$ cat src/rtl/ntt_ctrl_if.sv
// ntt_ctrl_if: handshake and memory-bus bundle between the NTT sequencer and
// its surroundings (coefficient RAM, twiddle ROM, butterfly unit).
// master = the controller side, slave = the consumer/driver side.
interface ntt_ctrl_if;
  logic       start;
  logic       mode;
  logic       busy;
  logic       done;
  logic       rd_en;
  logic [7:0] rd_addr_a;
  logic [7:0] rd_addr_b;
  logic [6:0] tw_addr;
  logic       sel_out;
  logic       wr_en;
  logic [7:0] wr_addr_a;
  logic [7:0] wr_addr_b;

  modport master (
    input  start, mode,
    output busy, done, rd_en, rd_addr_a, rd_addr_b, tw_addr,
           sel_out, wr_en, wr_addr_a, wr_addr_b
  );

  modport slave (
    output start, mode,
    input  busy, done, rd_en, rd_addr_a, rd_addr_b, tw_addr,
           sel_out, wr_en, wr_addr_a, wr_addr_b
  );
endinterface

$ cat src/rtl/ntt_ctrl.sv
// ntt_ctrl: sequencer for the 256-point ML-KEM NTT butterfly datapath.
// Walks 7 Cooley-Tukey layers, one butterfly per cycle, issuing operand and
// twiddle addresses, then drains RD_LAT+BU_LAT cycles between layers.
// Write strobes/addresses are the read strobes/addresses delayed by
// RD_LAT+BU_LAT cycles.
// Optional macro NTT_CTRL_INTT_EN: adds inverse-NTT ordering selected by mode=1.
module ntt_ctrl #(
  parameter int unsigned RD_LAT = 1,
  parameter int unsigned BU_LAT = 3
) (
  input logic        clk,
  input logic        rst_n,
  ntt_ctrl_if.master bus
);

  localparam int unsigned D  = RD_LAT + BU_LAT;
  localparam int unsigned CW = (D > 1) ? $clog2(D) : 1;
  localparam logic [CW-1:0] DRAIN_LAST = CW'(D - 1);

  localparam logic [1:0] S_IDLE  = 2'd0;
  localparam logic [1:0] S_RUN   = 2'd1;
  localparam logic [1:0] S_DRAIN = 2'd2;
  localparam logic [1:0] S_FIN   = 2'd3;

  logic [1:0]    state;
  logic [2:0]    layer;
  logic [6:0]    j;
  logic [CW-1:0] cnt;

  logic          rd_en;
  logic [3:0]    k;
  logic [7:0]    len;
  logic [6:0]    g;
  logic [7:0]    a;
  logic [6:0]    tw;

  logic          wr_pipe [D];
  logic [7:0]    wa_pipe [D];
  logic [7:0]    wb_pipe [D];

`ifdef NTT_CTRL_INTT_EN
  logic          mode_lat;
  logic          sel_pipe [RD_LAT];
`endif

  // Layer/index sequencing: IDLE -> RUN (128 butterflies) -> DRAIN (D cycles) -> ... -> FIN
  always_ff @(posedge clk) begin
    if (!rst_n) begin
      state <= S_IDLE;
      layer <= '0;
      j     <= '0;
      cnt   <= '0;
`ifdef NTT_CTRL_INTT_EN
      mode_lat <= 1'b0;
`endif
    end else begin
      case (state)
        S_IDLE: begin
          if (bus.start) begin
            state <= S_RUN;
            layer <= '0;
            j     <= '0;
`ifdef NTT_CTRL_INTT_EN
            mode_lat <= bus.mode;
`endif
          end
        end
        S_RUN: begin
          j <= j + 7'd1;
          if (j == 7'd127) begin
            state <= S_DRAIN;
            cnt   <= '0;
          end
        end
        S_DRAIN: begin
          if (cnt == DRAIN_LAST) begin
            if (layer == 3'd6) begin
              state <= S_FIN;
            end else begin
              layer <= layer + 3'd1;
              j     <= '0;
              state <= S_RUN;
            end
          end else begin
            cnt <= cnt + 1'b1;
          end
        end
        default: state <= S_IDLE;
      endcase
    end
  end

  // Butterfly address generation: k = log2(len), g = j >> k, o = j & (len-1)
  always_comb begin
`ifdef NTT_CTRL_INTT_EN
    if (mode_lat) k = {1'b0, layer} + 4'd1;
    else          k = 4'd7 - {1'b0, layer};
`else
    k = 4'd7 - {1'b0, layer};
`endif
    len = 8'd1 << k;
    g   = j >> k;
    a   = ({1'b0, g} << (k + 4'd1)) + ({1'b0, j} & (len - 8'd1));
`ifdef NTT_CTRL_INTT_EN
    if (mode_lat) tw = (7'd127 >> layer) - g;
    else          tw = (7'd1 << layer) + g;
`else
    tw = (7'd1 << layer) + g;
`endif
  end

  assign rd_en         = (state == S_RUN);
  assign bus.rd_en     = rd_en;
  assign bus.rd_addr_a = rd_en ? a : '0;
  assign bus.rd_addr_b = rd_en ? (a + len) : '0;
  assign bus.tw_addr   = rd_en ? tw : '0;
  assign bus.busy      = (state == S_RUN) || (state == S_DRAIN);
  assign bus.done      = (state == S_FIN);

  // Write-back delay line: read strobe/addresses delayed by D cycles
  always_ff @(posedge clk) begin
    if (!rst_n) begin
      for (int unsigned i = 0; i < D; i++) begin
        wr_pipe[i] <= 1'b0;
        wa_pipe[i] <= '0;
        wb_pipe[i] <= '0;
      end
    end else begin
      wr_pipe[0] <= rd_en;
      wa_pipe[0] <= bus.rd_addr_a;
      wb_pipe[0] <= bus.rd_addr_b;
      for (int unsigned i = 1; i < D; i++) begin
        wr_pipe[i] <= wr_pipe[i-1];
        wa_pipe[i] <= wa_pipe[i-1];
        wb_pipe[i] <= wb_pipe[i-1];
      end
    end
  end

  assign bus.wr_en     = wr_pipe[D-1];
  assign bus.wr_addr_a = wa_pipe[D-1];
  assign bus.wr_addr_b = wb_pipe[D-1];

`ifdef NTT_CTRL_INTT_EN
  // Mode select travels with the operands so it arrives with the RAM/ROM data
  always_ff @(posedge clk) begin
    if (!rst_n) begin
      for (int unsigned i = 0; i < RD_LAT; i++) sel_pipe[i] <= 1'b0;
    end else begin
      sel_pipe[0] <= rd_en & mode_lat;
      for (int unsigned i = 1; i < RD_LAT; i++) sel_pipe[i] <= sel_pipe[i-1];
    end
  end

  assign bus.sel_out = sel_pipe[RD_LAT-1];
`else
  assign bus.sel_out = 1'b0;
`endif

endmodule

$ cat src/flat_wrapper.sv
// flat-port wrapper written by rule: the top's interface ports become plain ports
module ntt_ctrl_flat 
#(
  parameter int unsigned RD_LAT = 1,
  parameter int unsigned BU_LAT = 3
)
  (clk, rst_n, bus_start, bus_mode, bus_busy, bus_done, bus_rd_en, bus_rd_addr_a, bus_rd_addr_b, bus_tw_addr, bus_sel_out, bus_wr_en, bus_wr_addr_a, bus_wr_addr_b);
  ntt_ctrl_if bus_i ();
  input logic clk;
  input logic rst_n;
  input wire logic [$bits(bus_i.start)-1:0] bus_start;
  input wire logic [$bits(bus_i.mode)-1:0] bus_mode;
  output wire logic [$bits(bus_i.busy)-1:0] bus_busy;
  output wire logic [$bits(bus_i.done)-1:0] bus_done;
  output wire logic [$bits(bus_i.rd_en)-1:0] bus_rd_en;
  output wire logic [$bits(bus_i.rd_addr_a)-1:0] bus_rd_addr_a;
  output wire logic [$bits(bus_i.rd_addr_b)-1:0] bus_rd_addr_b;
  output wire logic [$bits(bus_i.tw_addr)-1:0] bus_tw_addr;
  output wire logic [$bits(bus_i.sel_out)-1:0] bus_sel_out;
  output wire logic [$bits(bus_i.wr_en)-1:0] bus_wr_en;
  output wire logic [$bits(bus_i.wr_addr_a)-1:0] bus_wr_addr_a;
  output wire logic [$bits(bus_i.wr_addr_b)-1:0] bus_wr_addr_b;
  assign bus_i.start = bus_start;
  assign bus_i.mode = bus_mode;
  assign bus_busy = bus_i.busy;
  assign bus_done = bus_i.done;
  assign bus_rd_en = bus_i.rd_en;
  assign bus_rd_addr_a = bus_i.rd_addr_a;
  assign bus_rd_addr_b = bus_i.rd_addr_b;
  assign bus_tw_addr = bus_i.tw_addr;
  assign bus_sel_out = bus_i.sel_out;
  assign bus_wr_en = bus_i.wr_en;
  assign bus_wr_addr_a = bus_i.wr_addr_a;
  assign bus_wr_addr_b = bus_i.wr_addr_b;
  ntt_ctrl #(.RD_LAT(RD_LAT), .BU_LAT(BU_LAT)) u_core (.clk(clk), .rst_n(rst_n), .bus(bus_i));
endmodule
$ cat config.mk
export PLATFORM = sky130hd
export DESIGN_NAME = ntt_ctrl_flat
export DESIGN_NICKNAME = d
export VERILOG_FILES = /design/src/rtl/ntt_ctrl_if.sv /design/src/rtl/ntt_ctrl.sv /design/src/flat_wrapper.sv
export SDC_FILE = /design/constraint.sdc
export NUM_CORES = 1
export LEC_CHECK = 0
export CORE_ASPECT_RATIO = 1.4
export CORE_MARGIN = 4
export CORE_UTILIZATION = 61
export CTS_CLUSTER_DIAMETER = 30
export DETAILED_ROUTE_END_ITERATION = 7
export PLACE_DENSITY_LB_ADDON = 0.08
export SETUP_SLACK_MARGIN = 0.05
export SKIP_CTS_REPAIR_TIMING = 1
export SYNTH_ARGS = -nofsm -noshare
export SYNTH_HDL_FRONTEND = slang
export SYNTH_SLANG_ARGS = --single-unit
$ cat constraint.sdc
create_clock -name clk -period 13.9 [get_ports clk]
set_input_delay 1.39 -clock clk [delete_from_list [all_inputs] [get_ports clk]]
set_output_delay 1.39 -clock clk [all_outputs]
set_load 0.005 [all_outputs]
=== After elaboration in Yosys (flattened, before gate mapping) ===
Memories as Yosys holds them, arrays and structs flattened.
Cells that the tools add are included.

* Add/sub/neg operators: 9
* Equality and inequality tests: 11
* Shift operators: 4
* Multiplexer cells: 33
* Bitwise logic cells: 13
* Reduce and logical (&&, ||, !) cells: 9

{| class="wikitable"
|+ Operators by type and width
! kind !! number
|-
| $mux W8 || 10
|-
| $mux W7 || 4
|-
| $pmux W7 S3 || 1
|-
| $add A8 B8 Y8 || 2
|-
| $mux W2 || 6
|-
| $or A1 B1 Y1 || 12
|-
| $mux W3 || 3
|-
| $and A7 B8 Y8 || 1
|-
| $ne A2 B2 Y1 const B || 4
|-
| $reduce_and A4 Y1 || 2
|-
| $shl A1 B4 Y8 const A || 1
|-
| $shl A7 B4 Y8 || 1
|-
| $sub A8 B1 Y8 const B || 1
|-
| $add A7 B1 Y7 const B || 1
|-
| $add A7 B7 Y7 || 1
|-
| $eq A7 B7 Y1 const B || 1
|-
| $shl A1 B3 Y7 const A || 1
|-
| $shr A7 B4 Y7 || 1
|-
| $eq A2 B2 Y1 const B || 3
|-
| $mux W1 || 6
|-
| $pmux W2 S3 || 1
|-
| $pmux W3 S2 || 1
|-
| $reduce_and A3 Y1 || 2
|-
| $add A4 B1 Y4 const B || 1
|-
| other kinds (11) || 12
|}

* Register bits: 14
* Memory bits (writable): 68
* Bits of input ports: 4
* Output and inout port bits: 44
* Logic and storage cells: 86
* Memories: 3

{| class="wikitable"
|+ Memory list
! name !! words !! width !! read ports !! clocked after memory_dff !! write ports !! line !! source
|-
| u_core.wa_pipe || 4 || 8 || 4 || 0 || 4 || ntt_ctrl.sv:38 || <nowiki>logic [7:0] wa_pipe [D];</nowiki>
|-
| u_core.wb_pipe || 4 || 8 || 4 || 0 || 4 || ntt_ctrl.sv:39 || <nowiki>logic [7:0] wb_pipe [D];</nowiki>
|-
| u_core.wr_pipe || 4 || 1 || 4 || 0 || 4 || ntt_ctrl.sv:37 || <nowiki>logic wr_pipe [D];</nowiki>
|}

=== Longest topological paths before layout ===
Gate-level depths: netlist of the first run.

* Word-level depth: 8
* Gate-level depth with buffers: 25
* Gate-level depth less buffers: 22

=== Worst setup path before layout of the first run ===
Ideal clock, no wire load.

* Path type: reg2out
* Start: register u_core.layer[0]
* End: output bus_rd_addr_b[7]
* Arrival time: 4.963 ns
* Data required time: 12.510 ns
* Path slack: 7.547 ns
* Stages on the path, launching flop included: 26
* Buffers on the path: 3
* Cells stage by stage: dfxtp_1 > buf_2 > buf_4 > clkinv_1 > ha_1 > ha_1 > clkbuf_1 > inv_1 > o31ai_1 > nor2_1 > and3_1 > ha_1 > inv_1 > fa_1 > nor2b_1 > o21ai_0 > a21boi_0 > o21ai_0 > a21boi_0 > nor2_1 > ha_1 > or3_1 > a211o_1 > and3_1 > or3_1 > mux2i_1

* Longest elaborated chain between the ends: 7
* Elaborated cells between the ends (all ways): 10
* Those cells by class: add/sub: 5; shift: 3; mux: 1; bitwise: 1

{| class="wikitable"
|+ Ends and longest elaborated chain
! item !! line !! source
|-
| start, declared || ntt_ctrl.sv:26 || <nowiki>logic [2:0] layer;</nowiki>
|-
| start signal, assigned || ntt_ctrl.sv:80 || <nowiki>layer <= layer + 3'd1;</nowiki>
|-
| $sub A3 B3 Y4 * || ntt_ctrl.sv:99 || <nowiki>k = 4'd7 - {1'b0, layer};</nowiki>
|-
| $shl A1 B4 Y8 || ntt_ctrl.sv:101 || <nowiki>len = 8'd1 << k;</nowiki>
|-
| $sub A8 B1 Y8 || ntt_ctrl.sv:103 || <nowiki>a = ({1'b0, g} << (k + 4'd1)) + ({1'b0, j} & (len - 8'd1));</nowiki>
|-
| $and A7 B8 Y8 || ntt_ctrl.sv:103 ||
|-
| $add A8 B8 Y8 || ntt_ctrl.sv:103 ||
|-
| $add A8 B8 Y8 * || ntt_ctrl.sv:115 || <nowiki>assign bus.rd_addr_b = rd_en ? (a + len) : '0;</nowiki>
|-
| $mux W8 * || ntt_ctrl.sv:115 ||
|-
| end, declared || flat_wrapper.sv:17 || <nowiki>output wire logic [$bits(bus_i.rd_addr_b)-1:0] bus_rd_addr_b;</nowiki>
|}

Every way passes the cells marked *; elsewhere a longest branch is shown, timed or not.

=== Worst setup path in the final report of the first run ===
Ends and elaborated chain as after synthesis.

==> key figures, run 1 <==
Status
  • Status: completed

Floorplanning
  • Core area: 7070 µm²
  • # rows: 36
  • # IOs: 48
  • Starting Density: 0.635
  • Die Ht: 110 µm
  • Chip width: 80.5 µm
  • Die Area: 8820 µm²

Clock tree
  • H-tree Lvls: 3
  • CTS tree: done
  • Clock-pin slew on the worst setup and hold paths: 0.07 ns
  • Max clock buf depth: 2
  • Root Buffer: clkbuf_8
  • Clock sink count: 82
  • Cts bufs inserted: 9
  • Clk Latency, worst-skew pair: 0.34 ns

Detailed routing
  • TritonRoute pass-1 iters: 5
  • Post-Route WL: 10,200 µm
  • Via-to-Cell Ratio: 5.68
  • DR WL/cell: 16.1 µm
  • # DRC: 0
  • ANT nets after route: 0
  • DRT iter0 DRCs: 106
  • Via Count: 3,604

Timing
  • Setup WS post-layout: 5.87 ns
  • Slew @ Worst Pin: 0.768 ns
  • Max Transition Viols Final: 0
  • Final hold slack: 0.434 ns
  • Final Skew: 0.00833 ns
  • Period utilization: 0.578
  • Final min period: 8.03 ns
  • RSZ-0062 raised after global routing: no
  • Final setup vio count: 0
  • Hold Vio Cnt, Final: 0
  • Fmax: 0.125 GHz
  • Setup_tns: 0 ns
  • Slew HR: 0.487

Setup path
  • Reg2reg path depth: 23
  • Worst Path Arrival: 6.64 ns
  • Startpoint Class: flip-flop
  • Critical Path End Type: output pin
  • Worst EP required: 12.51 ns
  • Critical Setup Path Class: reg -> out
  • Crit-path max FO: 26
  • Reg2Reg Setup Slack: 8.15 ns

Power and ir drop
  • Peak supply drop: 0.0000672 V
  • Pleak: 2.19 nW
  • Clock network power share: 0.328
  • Sw Share: 0.289
  • Comb pwr share: 0.212
  • Total internal power: 0.383 mW
  • PwrDens: 105 nW/µm²
  • Switching power: 0.156 mW
  • Design Power: 0.539 mW
  • Sequential share of power: 0.460

Synthesis
  • Synthesized area: 4490 µm²
  • Largest area contributor in the netlist: dfxtp_1
  • Yosys top cell area share: 0.366
  • Synth cell types: 59
  • Flops & latches, synth: 82
  • Ys async rst share: 0
  • Mean Syn Cell Area: 8.79 µm²
  • Post-synth EDFFs: 0
  • Register area share after synthesis: 0.366
  • Yosys warns: 0
  • Main synth FF type: dfxtp_1
  • Post-Syn Instances: 511
  • Syn_nets: 552
  • Most frequent cell after synthesis: dfxtp_1
  • Top cells by area, synth: dfxtp_1 37%, and2_1 11%, ha_1 9.8%
  • Post-synth top cells: 82 x dfxtp_1, 80 x and2_1, 35 x ha_1, 29 x nor2_1, 26 x nand2_1

GRT
  • Gr ovfl total: 0
  • Largest net degree at the start of global routing: 74
  • Global-route usage over all layers: 0.246
  • Vias in the first global route: 3,526
  • Antenna violations before repair: 0
  • First-pass GRT wire length: 16,600 µm

Placed design
  • Port bufs: 45
  • Placer Congestion: 0.945
  • Setup WS pre-CTS: 6.42 ns
  • DP HPWL: 7350 µm
  • Placed Area: 4900 µm²
  • Placed Cells incl. Taps: 618

Worst hold path
  • Worst Hold Class: reg -> reg
  • Hold depth: 1

Cells and area
  • Non-Filler Instances: 634
  • Share of layout cells above drive strength 1: 0.0594
  • # diodes: 0
  • Syn-to-layout area delta: 13.8%
  • Fin nets: 575
  • Final core utilization: 0.723
  • Fin area: 5110 µm²

Flow run
  • Max-cap violations: 0
[layout by cell type, fill, tap and decap left out, types with 6 or more instances in the layout]
cell             Yosys  final
nor2_1              29     29
and3_1              13     13
o21a_1               6      6
a21oi_1             24     24
or3_1                7      7
nor2b_1             13     13
ha_1                35     35
and2_1              80     80
nand3_1             14     14
nand2_1             26     26
clkdlybuf4s50_1      0     45
clkbuf_8             0     12
nor3_1              11     11
inv_1               23     23
mux2i_1              9      9
dfxtp_1             82     82
o21ai_0             17     17
xnor2_1             13     13
[metal layers]
layer	up-vias	part of all wire	track usage	routed length, µm
met2	86	0.53	0.456	5420
met5	-	0	0	0
met4	0	0.034	0.129	344
li1	1764	-	-	-
met3	21	0.037	0.0410	376
met1	1733	0.40	0.261	4100
[power groups by stage]
stage | Sequential [mW] | Combinational [mW] | Clock (mW)
2_1_floorplan | 0.251 | 0.0760 | 0
3_3_place_gp | 0.253 | 0.109 | 0
3_5_place_dp | 0.253 | 0.111 | 0
4_1_cts | 0.248 | 0.113 | 0.181
5_1_grt | 0.248 | 0.126 | 0.190
6_report | 0.248 | 0.114 | 0.177
[worst max-delay path, stage by stage, from the launching register on]
cell             delay [ns]
dfxtp_1                0.32
buf_4                  0.30
clkinv_1               0.34
ha_1                   0.37
ha_1                   0.44
inv_1                  0.23
o31ai_1                0.15
nor2_1                 0.16
and3_1                 0.18
ha_1                   0.18
inv_1                  0.07
fa_1                   0.40
nor2b_1                0.16
o21ai_0                0.12
a21boi_0               0.25
o21ai_0                0.13
a21boi_0               0.34
nor2_1                 0.10
ha_1                   0.22
or3_1                  0.33
a211o_1                0.25
and3_1                 0.19
or3_1                  0.32
mux2i_1                0.20
clkdlybuf4s50_1        0.56
[worst paths after layout]
check,startpoint,to
worst min register to register,u_core.wa_pipe[2][6],u_core.wa_pipe[3][6]
worst min-delay path,u_core.wa_pipe[2][6],u_core.wa_pipe[3][6]
worst max-delay path,u_core.layer[0],bus_rd_addr_b[7]
worst max register to register,u_core.layer[0],u_core.wb_pipe[0][7]
[state kept, by name, indices dropped and copies added, names as in the netlist]
| register | cells |
|---|---|
| u_core.wa_pipe | 32 |
| u_core.j | 7 |
| u_core.layer | 3 |
| u_core.wr_pipe | 4 |
| u_core.wb_pipe | 32 |
| u_core.cnt | 2 |
| u_core.state | 2 |
[cells by family after synthesis]
family | count (synthesis) | share of synthesized area
AO/OA/AOI/OAI | 90 | 0.132
XOR/XNOR | 19 | 0.0387
adder cells (fa/ha/maj) | 39 | 0.111
buffers and inverters | 61 | 0.0632
flip-flops | 82 | 0.366
multiplexers | 15 | 0.0384
other | 1 | 0.000835
AND/OR/NAND/NOR | 204 | 0.250
[final cells by class]
| cell class | instances | area [µm²] |
|---|---|---|
| clock inverter | 3 | 46.3 |
| clock buffer | 13 | 169 |
| inverter | 24 | 90.1 |
| fill | 565 | 1960 |
| tap | 95 | 119 |
| multi-input combinational | 368 | 2560 |
| timing repair buffer | 49 | 480 |
| sequential | 82 | 1640 |
(Power assumes the default switching activity.)
==> run 2: changes to the inputs <==
Settings changed: CORE_UTILIZATION 61 to 57.
Clock period 13.9 ns to 8.3 ns, I/O delays scaled along.
==> run 2 against run 1 <==
Effect of this change: register-to-register slack got worse by 5.5 ns; sequential power up 67%; global-route usage fell by 3.7 points; via count about the same; critical endpoint unchanged; worst setup slack got worse by 4.8 ns; largest cell class unchanged; first-iteration DRC count grew 110%; total power up 69%; core utilization decreased by 5.7 points.
==> key figures, run 2 (synthesis gave the netlist of run 1 again) <==
Status
  • Status: completed

Timing
  • Setup_tns: 0 ns
  • Final Skew: 0.00794 ns
  • Hold Vio Cnt, Final: 0
  • Slew HR: 0.295
  • Final min period: 7.26 ns
  • Max Transition Viols Final: 0
  • RSZ-0062 raised after global routing: no
  • Slew @ Worst Pin: 1.06 ns
  • Fmax: 0.138 GHz
  • Period utilization: 0.874
  • Final setup vio count: 0
  • Setup WS post-layout: 1.04 ns

Detailed routing
  • Metal3 WL: 515 µm
  • # DRC: 0
  • Via Count: 3,607
  • M1 WL: 3900 µm
  • WL met2: 4910 µm
  • DR top layer: met4
  • ANT nets after route: 0
  • Post-Route WL: 9710 µm
  • DR WL/cell: 15.2 µm
  • TritonRoute pass-1 iters: 5
  • Via-to-Cell Ratio: 5.64
  • DRT iter0 DRCs: 220

Setup path
  • Crit-path max FO: 29
  • CP top delay family: simple AND/OR/NAND/NOR gates
  • Reg2reg path depth: 21
  • Cells along the critical path: inv_1, ha_1, inv_1, o31ai_1, nor2_1, and3_1, ha_1, inv_1, fa_1, nor2b_1, o21ai_0, a21boi_0, o21ai_0, a21boi_0, nor2_1, ha_1, or3_1, a211o_1, and3_1, or3_1, mux2i_1, clkdlybuf4s50_1
  • Slowest stage delay, CP: 1.02 ns
  • Worst Path Arrival: 6.43 ns
  • Worst flop-to-flop path startpoint: u_core.layer[2]
  • WP buf/inv: 4
  • Startpoint Class: flip-flop
  • Critical Setup Path Class: reg -> out
  • Highest-delay cell along the critical path: dfxtp_1
  • Critical Path End Type: output pin
  • Setup crit start: u_core.layer[2]
  • Worst EP required: 7.47 ns
  • Crit path depth: 22

Cells and area
  • Leading cell types in the layout, fill and taps excluded: 82 x dfxtp_1, 80 x and2_1, 45 x clkdlybuf4s50_1
  • Top Registers: u_core.wa_pipe: 32 flops, u_core.wb_pipe: 32 flops, u_core.j: 7 flops
  • Reg area: 1640 µm²
  • Syn-to-layout area delta: 14.2%
  • Share of layout cells above drive strength 1: 0.0611
  • Most common cell after layout, fill and taps aside: dfxtp_1
  • Area of the multi-input gates: 2560 µm²
  • Fin nets: 576
  • Filler cells: 685
  • Final core utilization: 0.666
  • # diodes: 0

GRT
  • Gr ovfl total: 0
  • Global-route usage over all layers: 0.209
  • Antenna violations before repair: 0
  • First-pass GRT wire length: 15,800 µm
  • Largest net degree at the start of global routing: 74
  • Vias in the first global route: 3,358

Floorplanning
  • Chip width: 83.0 µm
  • Core area: 7700 µm²
  • Die Area: 9380 µm²
  • Die Ht: 113 µm
  • # rows: 38
  • Starting Density: 0.583
  • # IOs: 48

Clock tree
  • Cts bufs inserted: 9
  • Max clock buf depth: 2
  • Clock-pin slew on the worst setup and hold paths: 0.08 ns
  • Root Buffer: clkbuf_8
  • CTS tree: done
  • Clk Latency, worst-skew pair: 0.35 ns
  • H-tree Lvls: 3
  • Clock sink count: 82

Placed design
  • Placer Congestion: 0.915
  • Setup WS pre-CTS: 1.56 ns
  • DP HPWL: 6960 µm
  • Port bufs: 45

Worst hold path
  • Hold_sp: u_core.wb_pipe[0][5]
  • Worst Hold Class: reg -> reg
  • Hold depth: 1

Power and ir drop
  • Pleak: 2.20 nW
  • Peak supply drop: 0.000129 V
  • Design Power: 0.909 mW
  • PwrDens: 177 nW/µm²

Flow run
  • Max-cap violations: 0
-- run 2: path summary, 6_finish.rpt --
check	slack, ns	endpoint
max	1.04	bus_rd_addr_b[7]
min	0.43	u_core.wb_pipe[0][13]
max reg2reg	2.65	u_core.wb_pipe[0][7]
min reg2reg	0.43	u_core.wb_pipe[0][13]
-- run 2: final cells by class --
class                           count  area share
Clock inverter                      6      0.0176
Inverter                           24      0.0176
Tap cell                          100      0.0244
Clock buffer                       10      0.0249
Multi-Input combinational cell    368       0.500
Sequential cell                    82       0.320
Timing Repair Buffer               50      0.0952
-- run 2: routing by layer --
layer,up-vias,GRT usage
li1,1759,-
met1,1673,0.232
met2,144,0.369
met3,31,0.0459
met4,0,0.116
met5,-,0
-- run 2: stage by stage --
| step | instances | hold WS (ns) | cell area, µm² |
|---|---|---|---|
| floorplan | 511 | 0.406 | 4490 |
| global placement | 624 | 0.408 | 4910 |
| detailed placement | 624 | 0.417 | 4910 |
| CTS | 640 | 0.430 | 5130 |
| global route | 640 | 0.448 | 5130 |
| finish | 640 | 0.431 | 5130 |
-- run 2: power breakdown --
group	switching (mW)	internal, mW	total (mW)
clock network	0.137	0.170	0.307
registers	0.00981	0.405	0.415
logic	0.115	0.0724	0.188
total	0.262	0.648	0.909
==> run 3: changes to the inputs <==
Settings changed: ABC_AREA from default to 0.
==> results of run 3 <==
The final DEF is identical to that of run 2; final timing and power are the same.
